===== src/rtl/caxi4interconnect_ram_pkg.sv =====
// ============================================================================
// caxi4interconnect_ram_pkg : buffer-state encodings and pointer arithmetic
// shared by the RAM block reader and writer.  Rev 1.0
// ============================================================================
`default_nettype none

package caxi4interconnect_ram_pkg;

    typedef logic [1:0] buf_state_t;

    localparam buf_state_t BUF_EMPTY = 2'd0;
    localparam buf_state_t BUF_ONE   = 2'd1;
    localparam buf_state_t BUF_TWO   = 2'd2;

    localparam int PTR_CALC_W = 32;

    // Callers truncate the result to their own pointer width; the modulo
    // wrap of the difference is preserved by the low bits.
    function automatic logic [PTR_CALC_W-1:0] ptr_diff(
        input logic [PTR_CALC_W-1:0] wr_ptr,
        input logic [PTR_CALC_W-1:0] rd_ptr
    );
        return wr_ptr - rd_ptr;
    endfunction

endpackage

`default_nettype wire


===== src/rtl/caxi4interconnect_ram_rd_skid.sv =====
// ============================================================================
// caxi4interconnect_ram_rd_skid : 2-entry output/skid buffer with the
// valid/ready occupancy state machine.  Rev 1.0
// ============================================================================
`default_nettype none

module caxi4interconnect_ram_rd_skid
    import caxi4interconnect_ram_pkg::*;
#(
    parameter int DATA_WIDTH = 32
) (
    input  logic                  clk,
    input  logic                  rst_n,
    input  logic                  flush_i,
    input  logic                  fetch_i,
    input  logic [DATA_WIDTH-1:0] data_i,
    input  logic                  ready_i,
    output logic                  valid_o,
    output logic [DATA_WIDTH-1:0] data_o,
    output logic [1:0]            cnt_o,
    output logic                  pop_o
);

    buf_state_t            state_q, state_d;
    logic [DATA_WIDTH-1:0] out_q;
    logic [DATA_WIDTH-1:0] skid_q;
    logic                  load_out_ram;
    logic                  load_out_skid;
    logic                  load_skid;

    assign valid_o = (state_q != BUF_EMPTY);
    assign pop_o   = valid_o & ready_i;
    assign data_o  = out_q;
    assign cnt_o   = state_q;

    always_ff @(posedge clk or negedge rst_n) begin
        if (!rst_n) begin
            state_q <= BUF_EMPTY;
        end else begin
            state_q <= state_d;
        end
    end

    always_comb begin
        state_d = state_q;
        if (flush_i) begin
            state_d = BUF_EMPTY;
        end else begin
            case (state_q)
                BUF_EMPTY: if (fetch_i) state_d = BUF_ONE;
                BUF_ONE: begin
                    if (fetch_i && !pop_o)      state_d = BUF_TWO;
                    else if (!fetch_i && pop_o) state_d = BUF_EMPTY;
                end
                BUF_TWO:   if (pop_o && !fetch_i) state_d = BUF_ONE;
                default:   state_d = BUF_EMPTY;
            endcase
        end
    end

    // Data-path steering; the top only fetches in TWO when a pop frees a slot.
    always_comb begin
        load_out_ram  = 1'b0;
        load_out_skid = 1'b0;
        load_skid     = 1'b0;
        if (!flush_i) begin
            case (state_q)
                BUF_EMPTY: load_out_ram = fetch_i;
                BUF_ONE: begin
                    load_out_ram = fetch_i & pop_o;
                    load_skid    = fetch_i & ~pop_o;
                end
                BUF_TWO: begin
                    load_out_skid = pop_o;
                    load_skid     = pop_o & fetch_i;
                end
                default: ;
            endcase
        end
    end

    always_ff @(posedge clk or negedge rst_n) begin
        if (!rst_n) begin
            out_q  <= '0;
            skid_q <= '0;
        end else begin
            if (load_out_ram) begin
                out_q <= data_i;
            end else if (load_out_skid) begin
                out_q <= skid_q;
            end
            if (load_skid) begin
                skid_q <= data_i;
            end
        end
    end

endmodule

`default_nettype wire


===== src/rtl/caxi4interconnect_ram_block_reader.sv =====
// ============================================================================
// caxi4interconnect_ram_block_reader : in-order read-side controller for the
// interconnect RAM buffers.  Optional macro: CAXI4_RAM_RD_PTR_CHECK_EN.  Rev 1.0
// ============================================================================
`default_nettype none

module caxi4interconnect_ram_block_reader
    import caxi4interconnect_ram_pkg::*;
#(
    parameter int MEM_DEPTH  = 1024,
    parameter int ADDR_WIDTH = 10,
    parameter int DATA_WIDTH = 32
) (
    input  logic                  clk,
    input  logic                  sysReset,
    input  logic [ADDR_WIDTH:0]   wr_ptr,
    output logic [ADDR_WIDTH:0]   rd_ptr,
    output logic [ADDR_WIDTH-1:0] rd_addr,
    input  logic [DATA_WIDTH-1:0] ram_data,
    input  logic                  flush,
    output logic                  m_valid,
    input  logic                  m_ready,
    output logic [DATA_WIDTH-1:0] m_data,
    output logic                  empty,
    output logic                  ptr_err
);

    localparam int PTR_W = ADDR_WIDTH + 1;

    logic [PTR_W-1:0] rd_ptr_q;
    logic [PTR_W-1:0] w_avail;
    logic [1:0]       w_cnt;
    logic             w_pop;
    logic             w_fetch;
    logic             w_fetch_block;

    if (MEM_DEPTH != (1 << ADDR_WIDTH)) begin : g_bad_depth
        $error("MEM_DEPTH must equal 2**ADDR_WIDTH");
    end

    assign w_avail = PTR_W'(ptr_diff(PTR_CALC_W'(wr_ptr), PTR_CALC_W'(rd_ptr_q)));
    assign w_fetch = (w_avail != '0) & ((w_cnt != BUF_TWO) | w_pop)
                   & ~flush & ~w_fetch_block;

    assign rd_ptr  = rd_ptr_q;
    assign rd_addr = rd_ptr_q[ADDR_WIDTH-1:0];
    assign empty   = (w_avail == '0) & (w_cnt == BUF_EMPTY);

    // Flush adopts the writer pointer sampled this cycle, so a same-cycle
    // write is discarded along with everything already queued.
    always_ff @(posedge clk or negedge sysReset) begin
        if (!sysReset) begin
            rd_ptr_q <= '0;
        end else if (flush) begin
            rd_ptr_q <= wr_ptr;
        end else if (w_fetch) begin
            rd_ptr_q <= rd_ptr_q + PTR_W'(1);
        end
    end

`ifdef CAXI4_RAM_RD_PTR_CHECK_EN
    logic ptr_err_q;
    logic w_illegal;

    assign w_illegal     = (w_avail > PTR_W'(MEM_DEPTH));
    assign w_fetch_block = ptr_err_q | w_illegal;
    assign ptr_err       = ptr_err_q;

    always_ff @(posedge clk or negedge sysReset) begin
        if (!sysReset) begin
            ptr_err_q <= 1'b0;
        end else if (w_illegal) begin
            ptr_err_q <= 1'b1;
        end
    end

`ifndef SYNTHESIS
    always_ff @(posedge clk) begin
        if (sysReset && w_illegal) begin
            $error("ram_block_reader: illegal pointers wr=%0d rd=%0d", wr_ptr, rd_ptr_q);
        end
    end
`endif
`else
    assign w_fetch_block = 1'b0;
    assign ptr_err       = 1'b0;
`endif

    caxi4interconnect_ram_rd_skid #(
        .DATA_WIDTH (DATA_WIDTH)
    ) u_skid (
        .clk     (clk),
        .rst_n   (sysReset),
        .flush_i (flush),
        .fetch_i (w_fetch),
        .data_i  (ram_data),
        .ready_i (m_ready),
        .valid_o (m_valid),
        .data_o  (m_data),
        .cnt_o   (w_cnt),
        .pop_o   (w_pop)
    );

endmodule

`default_nettype wire


===== config.mk =====
export PLATFORM = sky130hd
export DESIGN_NAME = caxi4interconnect_ram_block_reader
export DESIGN_NICKNAME = d
export VERILOG_FILES = /design/src/rtl/caxi4interconnect_ram_pkg.sv /design/src/rtl/caxi4interconnect_ram_rd_skid.sv /design/src/rtl/caxi4interconnect_ram_block_reader.sv
export SDC_FILE = /design/constraint.sdc
export NUM_CORES = 1
export LEC_CHECK = 0
export BUFFER_PORTS_ARGS = -buffer_cell sky130_fd_sc_hd__buf_4
export CAP_MARGIN = 20
export CELL_PAD_IN_SITES_DETAIL_PLACEMENT = 1
export CELL_PAD_IN_SITES_GLOBAL_PLACEMENT = 1
export CORE_MARGIN = 2
export CORE_UTILIZATION = 37
export CTS_CLUSTER_DIAMETER = 50
export DETAILED_ROUTE_END_ITERATION = 16
export PLACE_DENSITY = 0.75
export SLEW_MARGIN = 0
export SYNTH_ARGS = -nofsm -noshare
export SYNTH_HDL_FRONTEND = slang
export SYNTH_SLANG_ARGS = --single-unit

===== constraint.sdc =====
create_clock -name clk -period 3.8 [get_ports clk]
set_input_delay 0.76 -clock clk [delete_from_list [all_inputs] [get_ports clk]]
set_output_delay 0.76 -clock clk [all_outputs]
set_load 0.05 [all_outputs]

# [Word level (Yosys, flattened, before mapping)]
# Cells that the tools add are included.
[totals] regBits=77 output_inout_bits=56 word_cells=48
[op_classes] n_addsub=2 n_eq_ne=6 muxes=16 bitwise_logic=9 n_reduce_logical=11
[ops] op="two-way mux 32 bit" count=2
[ops] op="two-way mux 11 bit" count=2
[ops] op="adder 11 x 1 -> 11 bit (second input constant)" count=1
[ops] op="zero test 11 bit" count=1
[ops] op="nonzero test 11 bit" count=1
[ops] op="subtractor 11 bit" count=1
[ops] op="two-way mux 2 bit" count=5
[ops] op="AND 1 bit" count=6
[ops] op="!= test 3 x 2 -> 1 bit (second input constant)" count=2
[ops] op="case mux 2 bit (3 select lines)" count=1
[ops] op="nonzero test 2 bit" count=3
[ops] op="two-way mux 1 bit" count=4
[ops] op="!= test 4 x 2 -> 1 bit (second input constant)" count=1
[ops] op="case mux 1 bit (2 select lines)" count=2
[ops] op="AND reduction 3 bit" count=1
[ops] op="== test 2 x 1 -> 1 bit (second input constant)" count=1
[ops] op="== test 2 bit (second input constant)" count=1
[ops] op="logical AND 1 bit" count=2
[ops] op="zero test 1 bit" count=2
[ops] op="zero test 2 bit" count=1
[ops] op="!= test 2 bit (second input constant)" count=1
[ops] op="inverter 1 bit" count=2
[ops] op="OR 1 bit" count=1

# [Logic depth before layout (Yosys ltp)]
[depth] ltp_word=11 ltp_mapped=20 ltp_nobuf=16

# [Hierarchy]
# A second synthesis with hierarchy kept.
[unflattened] hier_cells=396 area_unflattened_um2=4164.0
[by_module_without_submodules] module="caxi4interconnect_ram_rd_skid" instances=1 cells_per_inst=232 area_per_inst_um2=2895.3 seq_area_each_um2=1651.6
[by_module_without_submodules] module="caxi4interconnect_ram_block_reader" instances=1 cells_per_inst=164 area_per_inst_um2=1268.7 seq_area_each_um2=275.3

# [Worst setup path before layout]
# Ideal clock, no wire load.
[synth_path] path_kind="reg-to-output" from="reg rd_ptr_q[6], in the netlist rd_ptr[6]" to="out empty" arrival_time_ns=3.576 path_slack_ns=-0.536 stages_incl_launch_ff=10 n_path_buf=1 cell_sequence="dfrtp_1 -> inv_1 -> ha_1 -> a21oi_1 -> o21ai_1 -> and3_1 -> or4_4 -> a211o_1 -> buf_4 -> nor3_1"
[synth_via] elab_chain_cells=3
[synth_lines] item="from (decl)" line="caxi4interconnect_ram_block_reader.sv:30" source="logic [PTR_W-1:0] rd_ptr_q;"
[synth_lines] item="from (signal assigned)" line="caxi4interconnect_ram_block_reader.sv:55" source="rd_ptr_q <= wr_ptr;"
[synth_lines] item="from (signal assigned)" line="caxi4interconnect_ram_block_reader.sv:57" source="rd_ptr_q <= rd_ptr_q + PTR_W'(1);"
[synth_lines] item="subtractor 11 bit" line="caxi4interconnect_ram_pkg.sv:23" source="return wr_ptr - rd_ptr;"
[synth_lines] item="zero test 11 bit" line="caxi4interconnect_ram_block_reader.sv:47" source="assign empty = (w_avail == '0) & (w_cnt == BUF_EMPTY);"
[synth_lines] item="AND 1 bit" line="caxi4interconnect_ram_block_reader.sv:47"
[synth_lines] item="to (decl)" line="caxi4interconnect_ram_block_reader.sv:24" source="output logic empty,"
# Every way passes these cells.

# [Worst setup path in the final report]
[layout_path] from="in wr_ptr[3]" to="out empty"
[layout_via] elab_chain_cells=3
[layout_lines] item="from (decl)" line="caxi4interconnect_ram_block_reader.sv:16" source="input logic [ADDR_WIDTH:0] wr_ptr,"
[layout_lines] item="subtractor 11 bit" line="caxi4interconnect_ram_pkg.sv:23"
[layout_lines] item="zero test 11 bit" line="caxi4interconnect_ram_block_reader.sv:47"
[layout_lines] item="AND 1 bit" line="caxi4interconnect_ram_block_reader.sv:47"
# Every way passes these cells.

==> metrics <==
Fin. Hold Viols=0; Max Cap Violations=0; IO buf count=101; GRT overflow=0; CTS H-tree depth=3; pre-CTS setup slack=-0.359 ns; Final min period=3.75 ns; clk root buf=clkbuf_8; Leak=0.00269 uW; initial antenna violation count=0; Post-Synthesis Cells=418; first-pass GRT wire length=19.9 mm; Fin Clk Skew=0.0163 ns; PnR worst setup slack=0.0507 ns; DRC violations left=0; CP max stage delay=0.51 ns; layout cells sized above 1=0.469; period utilisation layout=0.987; critical path startpoint category=input port; CORE AREA=10900 sq um; syn_nets=483; clk buf depth=2; CP cell instances=buf_4 -> ha_4 -> inv_2 -> a221oi_2 -> o211ai_1 -> or4_4 -> a211o_1 -> buf_4 -> nor3_4 -> buf_6; register area share after synthesis=0.465; Max stage delay cell, worst path=or4_4; Die X=110 um; Top Family by Delay on Critical Path=compound AO/OA/AOI/OAI gates; area delta synth->final=40.3%; EDFF count, synth=0; total inserted antenna cells=0; RSZ-0062 raised after global routing=true; gr usage total=0.217; Post-synth ARST share=1.00; R2R depth=16; Hold WC Path Type=in2async; CP Capture Type=output pin; worst r2r src=rd_ptr[2]; dominant synthesized flop cell=dfrtp_1; vias in the first global route=4027; Clk Latency, worst-skew pair=0.38 ns; final setup fails=0; CTS clock-pin slew for the worst setup and hold paths=0.08 ns; filler cell count=1235; Distinct cells, synth=52; Vias/cell=5.34; Worst VDD drop=0.405 mV; placer congestion estimate=0.857; critical path class=in2out; clock buffer count from CTS=9; final wirelength=13.0 mm; largest net degree at the start of global routing=78; Mapped Area=4140 sq um; area of the multi-input gates=2290 sq um; initial core utilization=0.380; Die Area=12100 sq um; die height=110 um; Worst-Margin Slew=0.583 ns; power density over the cells=681 nW/um^2; hold buffer count at cts=0; row count=38; drt first pass iters=4; CTS tree=built; Tot Pwr=3960 uW; worst-path maximum fanout=8; R2R Setup Slk=0.13 ns; commonest non-fill, non-tap cell in the layout=buf_4; Worst Path Arrival=2.99 ns; Avg Inst Size Synth=9.90 sq um; Seq cells post-synth=77; outcome=completed; CP Buf/Inv Count=4; Clock Sink Count=77; via count=3654; CP required=3.04 ns; Final nets=605; Fmax=0.267 GHz; Detailed Route Iter0 Violations=135; Post-DP HPWL=9.03 mm; Seq. cell area=1940 sq um; cell mode on critical path=buf_4; Slew Limit Fails=0; Slew HR=0.606; commonest cells after routing, fill and taps aside=135 x buf_4, 74 x nor2_1, 69 x dfrtp_1; reg-to-reg critical path endpoint=u_skid.data_o[13]; DRT antenna net count=0; Boundary Pins=103; Avg WL per Cell=19.0 um; Synth Warn #=0
worst register-to-register path: cells and delay by family, from the launching register on:
kind	cells	cell delay, ns
AO/OA/AOI/OAI	6	1.30
AND/OR/NAND/NOR	5	0.85
adder cells (fa/ha/maj)	2	0.51
flip-flops	1	0.45
buffers and inverters	2	0.28
XOR/XNOR	1	0.18
cell families (layout without fill, tap and decap cells):
| kind of cell | count (synthesis) | count (layout) | synth area share |
|---|---|---|---|
| AND/OR/NAND/NOR | 131 | 131 | 0.138 |
| buffers and inverters | 53 | 179 | 0.0656 |
| adder cells (fa/ha/maj) | 18 | 18 | 0.0544 |
| flip-flops | 77 | 77 | 0.465 |
| other | 1 | 1 | 0.000906 |
| AO/OA/AOI/OAI | 94 | 94 | 0.162 |
| XOR/XNOR | 8 | 8 | 0.0169 |
| multiplexers | 36 | 36 | 0.0967 |
where the power goes:
| part | switching [uW] | internal, uW | total, uW |
|---|---|---|---|
| Clock | 336 | 253 | 589 |
| Combinational | 1230 | 761 | 1990 |
| Sequential | 236 | 1150 | 1380 |
synthesized netlist by cell type (3+ instances only):
cell type	number	area, sq um
nand2b_1	7	43.8
mux2_2	32	360
ha_1	18	225
dfrtp_1	77	1930
buf_2	4	20.0
inv_1	22	82.6
clkbuf_1	10	37.5
o21a_1	3	22.5
nor2_1	75	282
o21ai_1	6	30.0
a21oi_1	10	50.1
o22ai_1	30	188
mux2i_1	4	40.0
o21ai_0	7	35.0
o211ai_1	7	52.6
buf_4	16	120
o2111ai_1	4	35.0
xnor2_1	6	52.6
a31oi_1	4	25.0
and3_1	4	25.0
nand4_1	4	25.0
nor3_1	5	25.0
nand2_1	25	93.8
nand3_1	3	15.0
worst max-delay path by stage:
stage               depth (start not counted)       from                end  slack, ns
floorplan                                  19  wr_ptr[3]   u_skid.data_o[0]      -0.19
detailed placement                         17  wr_ptr[1]   u_skid.data_o[7]      -0.36
finish                                     10  wr_ptr[3]              empty       0.05
CTS                                        10  rd_ptr[1]              empty      0.007
global placement                           16  wr_ptr[2]  u_skid.data_o[25]      -0.27
global route                                9  rd_ptr[2]              empty      -0.03
layout make-up:
type	count	share of cell area
multi-input cells	288	0.395
flip-flops and latches	77	0.333
repair buffers	142	0.198
well taps	140	0.0301
clock buffers	10	0.0237
inverters	22	0.0142
clock inverters	5	0.00603
through the flow:
| step | utilization | area [sq um] | std cells | hold slack (ns) | setup TNS [ns] |
|---|---|---|---|---|---|
| CTS | 0.518 | 5640 | 678 | 0.518 | 0 |
| global route | 0.534 | 5810 | 684 | 0.187 | -0.0307 |
| detailed placement | 0.498 | 5430 | 662 | 0.497 | -19.87 |
| global placement | 0.498 | 5430 | 662 | 0.475 | -12.17 |
| finish | 0.534 | 5810 | 684 | 0.192 | 0 |
| floorplan | - | 4410 | 418 | 0.462 | -5.43 |
what timing repair did:
action	4_1_cts	5_1_grt
endpoints found under the setup margin	7	66
resized for setup	5	17
setup buffers	1	3
cloned	0	2
pin swaps	0	6
flip-flops by register name, indices dropped and copies added, names as in the netlist:
signal / cells
u_skid.skid_q: 32
u_skid.cnt_o: 2
u_skid.data_o: 32
rd_ptr: 11
metal layers:
| layer | vias up | track usage | routed length, um |
|---|---|---|---|
| met5 | - | 0 | 0 |
| met4 | 0 | 0.0841 | 197 |
| met3 | 15 | 0.0468 | 519 |
| met2 | 67 | 0.382 | 6790 |
| met1 | 1860 | 0.257 | 5510 |
| li1 | 1712 | - | - |
No activity file was read; power rests on OpenSTA's default activity.
